### config.mk
export PLATFORM = sky130hd
export DESIGN_NAME = lsu
export DESIGN_NICKNAME = d
export VERILOG_FILES = /design/src/rtl/lsu.sv
export SDC_FILE = /design/constraint.sdc
export NUM_CORES = 1
export LEC_CHECK = 0
export BUFFER_PORTS_ARGS = -buffer_cell sky130_fd_sc_hd__buf_2
export CAP_MARGIN = 20
export CORE_UTILIZATION = 45
export CTS_CLUSTER_SIZE = 25
export DETAILED_ROUTE_END_ITERATION = 6
export PLACE_DENSITY = 0.73
export SYNTH_ARGS = -nofsm -noshare
export SYNTH_HDL_FRONTEND = slang
export SYNTH_SLANG_ARGS = --single-unit
### constraint.sdc
create_clock -name i_clk -period 3.05 [get_ports i_clk]
set_input_delay 0 -clock i_clk [delete_from_list [all_inputs] [get_ports i_clk]]
set_output_delay 0 -clock i_clk [all_outputs]
set_load 0.05 [all_outputs]
### src/rtl/lsu.sv
// Load/store stage: one aligned 64-bit data-memory access per instruction,
// with byte-lane steering for stores and lane extraction/extension for loads.
module lsu #(
  parameter int CPU_WIDTH = 64
) (
  input  logic                 i_clk,
  input  logic                 i_rst,
  input  logic                 i_valid,
  output logic                 o_ready,
  input  logic                 i_mem_en,
  input  logic [3:0]           i_lsu_opt,
  input  logic [CPU_WIDTH-1:0] i_addr,
  input  logic [CPU_WIDTH-1:0] i_wdata,
  output logic                 o_valid,
  input  logic                 i_ready,
  output logic [CPU_WIDTH-1:0] o_lsu_res,
  output logic                 o_misalign,
  output logic                 o_mem_req,
  output logic                 o_mem_we,
  output logic [CPU_WIDTH-1:0] o_mem_addr,
  output logic [63:0]          o_mem_wdata,
  output logic [7:0]           o_mem_wmask,
  input  logic                 i_mem_gnt,
  input  logic                 i_mem_rvalid,
  input  logic [63:0]          i_mem_rdata
);

  typedef enum logic [1:0] {IDLE, REQ, WAIT, RESP} state_t;

  state_t      state_r;
  logic [2:0]  off_r;
  logic [3:0]  opt_r;
  logic        misalign_s;
  logic [7:0]  mask_base_s;
  logic [7:0]  wmask_s;
  logic [63:0] wdata_lane_s;

  // Picks the addressed lane out of the read word, then sign/zero extends it.
  function automatic logic [63:0] load_extend(input logic [63:0] rdata,
                                              input logic [2:0]  off,
                                              input logic [2:0]  ext);
    logic [63:0] sh;
    logic [63:0] res;
    sh = rdata >> {off, 3'b000};
    case (ext[1:0])
      2'd0:    res = ext[2] ? {56'd0, sh[7:0]}  : {{56{sh[7]}},  sh[7:0]};
      2'd1:    res = ext[2] ? {48'd0, sh[15:0]} : {{48{sh[15]}}, sh[15:0]};
      2'd2:    res = ext[2] ? {32'd0, sh[31:0]} : {{32{sh[31]}}, sh[31:0]};
      default: res = sh;
    endcase
    return res;
  endfunction

  assign o_ready   = (state_r == IDLE);
  assign o_valid   = (state_r == RESP);
  assign o_mem_req = (state_r == REQ);

  always_comb begin
    misalign_s  = 1'b0;
    mask_base_s = 8'h01;
    case (i_lsu_opt[1:0])
      2'd0: begin misalign_s = 1'b0;          mask_base_s = 8'h01; end
      2'd1: begin misalign_s = i_addr[0];     mask_base_s = 8'h03; end
      2'd2: begin misalign_s = |i_addr[1:0];  mask_base_s = 8'h0F; end
      default: begin misalign_s = |i_addr[2:0]; mask_base_s = 8'hFF; end
    endcase
  end

  assign wmask_s      = mask_base_s << i_addr[2:0];
  assign wdata_lane_s = i_wdata << {i_addr[2:0], 3'b000};

  // Bus fields are loaded on entry to REQ and cleared as soon as the grant lands.
  always_ff @(posedge i_clk) begin
    if (i_rst) begin
      state_r     <= IDLE;
      off_r       <= 3'd0;
      opt_r       <= 4'd0;
      o_lsu_res   <= '0;
      o_misalign  <= 1'b0;
      o_mem_we    <= 1'b0;
      o_mem_addr  <= '0;
      o_mem_wdata <= 64'd0;
      o_mem_wmask <= 8'd0;
    end else begin
      case (state_r)
        IDLE: begin
          if (i_valid) begin
            off_r <= i_addr[2:0];
            opt_r <= i_lsu_opt;
            if (!i_mem_en) begin
              o_lsu_res  <= i_addr;
              o_misalign <= 1'b0;
              state_r    <= RESP;
            end else if (misalign_s) begin
              o_lsu_res  <= '0;
              o_misalign <= 1'b1;
              state_r    <= RESP;
            end else begin
              o_mem_addr  <= {i_addr[CPU_WIDTH-1:3], 3'b000};
              o_mem_we    <= i_lsu_opt[3];
              o_mem_wdata <= i_lsu_opt[3] ? wdata_lane_s : 64'd0;
              o_mem_wmask <= i_lsu_opt[3] ? wmask_s : 8'd0;
              state_r     <= REQ;
            end
          end else begin
            state_r <= IDLE;
          end
        end
        REQ: begin
          if (i_mem_gnt) begin
            o_mem_we    <= 1'b0;
            o_mem_wdata <= 64'd0;
            o_mem_wmask <= 8'd0;
            if (opt_r[3]) begin
              o_lsu_res  <= '0;
              o_misalign <= 1'b0;
              state_r    <= RESP;
            end else begin
              state_r <= WAIT;
            end
          end else begin
            state_r <= REQ;
          end
        end
        WAIT: begin
          if (i_mem_rvalid) begin
            o_lsu_res  <= load_extend(i_mem_rdata, off_r, opt_r[2:0]);
            o_misalign <= 1'b0;
            state_r    <= RESP;
          end else begin
            state_r <= WAIT;
          end
        end
        RESP: begin
          if (i_ready) begin
            o_misalign <= 1'b0;
            state_r    <= IDLE;
          end else begin
            state_r <= RESP;
          end
        end
        default: state_r <= IDLE;
      endcase
    end
  end

endmodule

---- After elaboration in Yosys (flattened, before gate mapping) ----
Index checks and enable logic that the tools add are counted.
word-level totals
  bits in registers ....................... 208
  bits of input ports ..................... 203
  output and inout port bits .............. 205
  word-level logic and storage cells ...... 86
operators by class
  equality and inequality tests ........... 15
  shifts and indexed selects .............. 3
  muxes and demuxes ....................... 46
  bitwise operators ....................... 1
  reduce and logical (&&, ||, !) cells .... 12
operator list
  kind                                                   count
  two-way mux 64 bit                                     14
  case mux 64 bit (3 select lines)                       2
  case mux 64 bit (2 select lines)                       1
  << shifter 64 x 6 -> 64 bit                            1
  >> shifter 64 x 6 -> 64 bit                            1
  two-way mux 8 bit                                      5
  case mux 8 bit (3 select lines)                        1
  case mux 8 bit (2 select lines)                        1
  two-way mux 1 bit                                      13
  AND reduction 6 bit                                    2
  two-way mux 2 bit                                      5
  equality test 2 bit, second input constant             4
  inequality test 2 x 1 -> 1 bit, second input constant  4
  case mux 2 bit (4 select lines)                        1
  << shifter 8 x 3 -> 8 bit                              1
  equality test 2 x 1 -> 1 bit, second input constant    3
  zero test 2 bit                                        3
  inequality test 2 bit, second input constant           3
  AND reduction 5 bit                                    1
  case mux 1 bit (4 select lines)                        1
  AND reduction 4 bit                                    1
  inequality test 3 x 2 -> 1 bit, second input constant  1
  case mux 1 bit (3 select lines)                        1
  nonzero test 3 bit                                     1
  other kinds (6)                                        6

---- Depth between registers and ports, before layout ----
  depth in word-level cells ............... 8
  gate-level depth with buffers ........... 10
  gate-level depth less buffers ........... 8

---- Worst setup path before layout ----
Ideal clock, no wire load.
  path kind ............................... register -> register
  start ................................... register state_r[0]
  end ..................................... register o_lsu_res[34]
  setup time .............................. 143 ps
  arrival ................................. 2374 ps
  required time ........................... 2907 ps
  path slack .............................. 533 ps
  cell stages (with the launch flop) ...... 9
  buffers on the path ..................... 1
  clock period less this slack ............ 2517 ps
  path through ............................ dfxtp_1 inv_1 ha_1 a221o_1 a311oi_2 nand3_1 clkbuf_1 a311oi_1 a2111oi_2
on the way
  word-level cells in the longest chain between the ends .. 3
  elaborated cells on any way between the ends .. 11
  classes of those cells .................. eq/ne: 7; mux: 1; reduce/logical: 3
ends and longest elaborated chain
  item                                                              line  RTL
  start, declared                                                   30    state_t state_r;
  start signal, assigned                                            75    state_r <= IDLE;
  start signal, assigned                                            93    state_r <= RESP;
  start signal, assigned                                            97    state_r <= RESP;
  zero test 2 bit *                                                 --
  via o_ready                                                       9     output logic o_ready,
  inequality test 3 x 2 -> 1 bit (no line) (tied with other cells)  --
  AND reduction 6 bit (no line)                                     --
  end signal, assigned                                              91    o_lsu_res <= i_addr;
  end signal, assigned                                              127   o_lsu_res <= load_extend(i_mem_rdata, off_r, opt_r[2:0]);
  end, declared                                                     16    output logic [CPU_WIDTH-1:0] o_lsu_res,
Mark *: on every way through the listed nets, which the timed path passes. The rest lies on a longest branch.
A chain may end at the register's enable or synchronous reset.

---- Worst setup path after layout ----
  start ................................... register state_r[0]
  end ..................................... register o_mem_addr[21]
on the way
  word-level cells in the longest chain between the ends .. 2
ends and longest elaborated chain
  item                           line  RTL
  zero test 2 bit                85    case (state_r)
  AND reduction 4 bit (no line)  --
  end signal, assigned           99    o_mem_addr <= {i_addr[CPU_WIDTH-1:3], 3'b000};
  end, declared                  20    output logic [CPU_WIDTH-1:0] o_mem_addr,
No other way between the ends.

==> results by group <==
Critical path
  • Critical path arrival: 3.34 ns
  • Crit-path max cell delay: 0.57 ns
  • Crit Path Category: flip-flop to flip-flop
  • Critical path's slowest cell: dlygate4sd3_1
  • Critical-path cell list: inv_1 -> ha_1 -> buf_4 -> and4_2 -> buf_4 -> nand2_1 -> a21oi_1 -> dlygate4sd3_1
  • WP buf/inv: 4
  • CP max FO: 59
  • Critical Path End Type: flip-flop
  • Worst Setup Start Kind: flip-flop
  • CP top delay family: buffers and inverters
  • Data required, critical path: 3.53 ns
  • Most frequent CP cell: buf_4

STA
  • Fmax: 349 MHz
  • Crit share post-route: 93.9%
  • Setup tns final: 0 ns
  • Max Transition Viols Final: 0
  • Worst Max-Slew Pin Slew: 1.02 ns
  • Clock Skew: 0.00939 ns
  • Worst Setup Slack, final: 0.187 ns
  • Setup-failing EPs final: 0
  • Min Tclk post-route: 2.86 ns
  • Fin. Hold Viols: 0
  • Relative slew margins: 32.0%
  • RSZ-0062 raised after global routing: no
  • Hold WS: 0.0178 ns

Die
  • Die ar.: 26600 sq um
  • Die Span Y: 163 um
  • Ports: 408
  • Cell Rows: 58
  • Die Width: 163 um
  • Initial Utilization: 46.0%
  • Core Box Area: 25300 sq um

Yosys
  • Fraction of registers with async set/reset: 0%
  • Main combinational cell family by area after synthesis: compound AO/OA/AOI/OAI gates
  • Post-Synth Adder-Cell Area: 0.537%
  • Cell area after synthesis: 11700 sq um
  • FF+latch count, synth: 208
  • Synth Flop Type: dfxtp_1
  • Synth Area in Compound Gates: 28.9%
  • Ys Warns: 0
  • Sequential cell area fraction in the yosys report: 35.7%
  • Avg Inst Size Synth: 8.39 sq um
  • Mux share of post-synthesis cell area: 12.5%
  • Gate Count Post-Synth: 1390
  • Synth Area in XOR/XNOR: 0%
  • Library cells used by synthesis: 62
  • EDFF count, synth: 0
  • Simple-Gate Fraction of Synth Area: 16.8%

Finish
  • Fraction of layout cells with a size suffix above 1: 30.3%
  • Fin nets: 2059
  • Most frequent cells in the layout: 401 x buf_2, 230 x nand2_1, 206 x dfxtp_1
  • Post-route cell area: 16000 sq um
  • Fillers: 2179
  • Area of the multi-input gates: 6890 sq um
  • Final core occ: 63.2%
  • Non-filler cells, final: 2204
  • Area Growth Syn to Fin: 37.4%
  • Reg area: 4170 sq um
  • Commonest non-fill, non-tap cell in the layout: buf_2

Place
  • Buffers on Ports: 404
  • Hpwl dp: 33200 um
  • Dpl cells: 2026
  • Place WS: 0.467 ns
  • Dpl cell area: 13900 sq um
  • Final GP Congestion: 0.960

Global routing
  • Total GRT Usage: 34.0%
  • Largest net degree at the start of global routing: 92
  • Final global-route overflow total: 0
  • First-pass GRT wire length: 70000 um
  • Vias in the first global route: 12169
  • Initial antenna violation count: 1

Flow run
  • Max cap viols: 0

Power and ir drop
  • Peak VDD IR: 0.498 mV
  • Final Total Pwr: 11.3 mW
  • Pwr dens: 706 nW/um^2
  • Lkg Pwr: 6.78 nW

Route
  • Vias: 13048
  • DR pass1 iterations: 7
  • Total routed wirelength: 47300 um
  • Post-route DRC: 2
  • Wire per inst: 21.5 um
  • Post-DRT Antenna Nets: 0
  • Routed vias/inst: 5.92
  • Iter 0 DRT Violations: 1567

CTS
  • Post-CTS sizing: 0
  • Num CTS Buffers: 26
  • CTS sink cnt: 208
  • Hold Buf Count CTS: 127
  • Clock buffer depth: 3
  • Root Driver: clkbuf_16
  • CTS tree: built
  • Reg clk slew, reported paths: 0.06 ns
  • Clk_lat worst skew: 0.54 ns
  • Post-CTS setup buffers: 0
  • H-Tree Depth: 1

Min path
  • Path category of the worst min-delay check: input pin to flip-flop

Status
  • Outcome: complete, but fails checks
  • Violated checks: design-rule violations
worst register-to-register path, cell delays in order (launching register included):
cell,delay (ns)
dfxtp_1,0.33
inv_1,0.11
ha_1,0.19
buf_4,0.23
and4_2,0.40
buf_4,0.55
nand2_1,0.25
a21oi_1,0.18
dlygate4sd3_1,0.57
cells in the mapped netlist (all sizes together), types with 28 or more instances:
cell | count | area, sq um
a211oi | 46 | 345
nor2 | 126 | 475
a2111oi | 45 | 613
o21ai | 40 | 200
dfxtp | 208 | 4160
nand3b | 28 | 210
clkbuf | 83 | 312
nand2 | 230 | 863
buf | 54 | 300
a21oi | 121 | 617
mux2i | 95 | 951
per-layer routing:
layer	GRT usage, %	wire length [um]
met5	0	0
met1	44.6	19400
met3	6.93	4500
met2	53.1	21000
met4	16.1	2380
cells by family (layout without fill, tap and decap cells):
logic type      Yosys count  count (layout)
simple gates            452             452
flops                   208             208
compound gates          448             448
other cells               1               6
mux                     131             131
buf+inv                 145             624
fa+ha+maj                 5               5
path summary, 6_finish.rpt:
| kind | startpoint | end | slack (ns) | depth (start not counted) |
|---|---|---|---|---|
| max | state_r[0]$_SDFF_PP0_ | o_mem_addr[21]$_SDFFE_PP0P_ | 0.19 | 8 |
| min | i_wdata[51] | o_mem_wdata[51]$_SDFFE_PP0P_ | 0.02 | 5 |
| max reg2reg | state_r[0]$_SDFF_PP0_ | o_mem_addr[21]$_SDFFE_PP0P_ | 0.19 | 8 |
| min reg2reg | o_mem_addr[49]$_SDFFE_PP0P_ | o_mem_addr[49]$_SDFFE_PP0P_ | 0.45 | 2 |
flip-flops by register name, indices dropped and copies added (netlist names):
signal,cells
o_mem_we,1
off_r,3
o_mem_addr,61
o_mem_wdata,64
o_misalign,1
o_mem_wmask,8
o_lsu_res,64
state_r,2
opt_r,4
cell type report:
| class | instances | share of cell area, % |
|---|---|---|
| diodes | 3 | 0.0469 |
| clock buffers | 39 | 4.74 |
| clock inverters | 9 | 0.586 |
| inverters | 8 | 0.188 |
| multi-input cells | 1039 | 43.1 |
| flip-flops and latches | 208 | 26.0 |
| well taps | 330 | 2.58 |
| repair buffers | 568 | 22.8 |
power breakdown:
| group | switching (mW) | total, mW | internal, mW | leakage [nW] |
|---|---|---|---|---|
| sequential | 0.251 | 3.34 | 3.09 | 1.69 |
| combinational | 3.42 | 4.89 | 1.47 | 4.68 |
| clock | 1.25 | 3.06 | 1.81 | 0.414 |
Note: power is estimated with default switching activity, not from simulation.
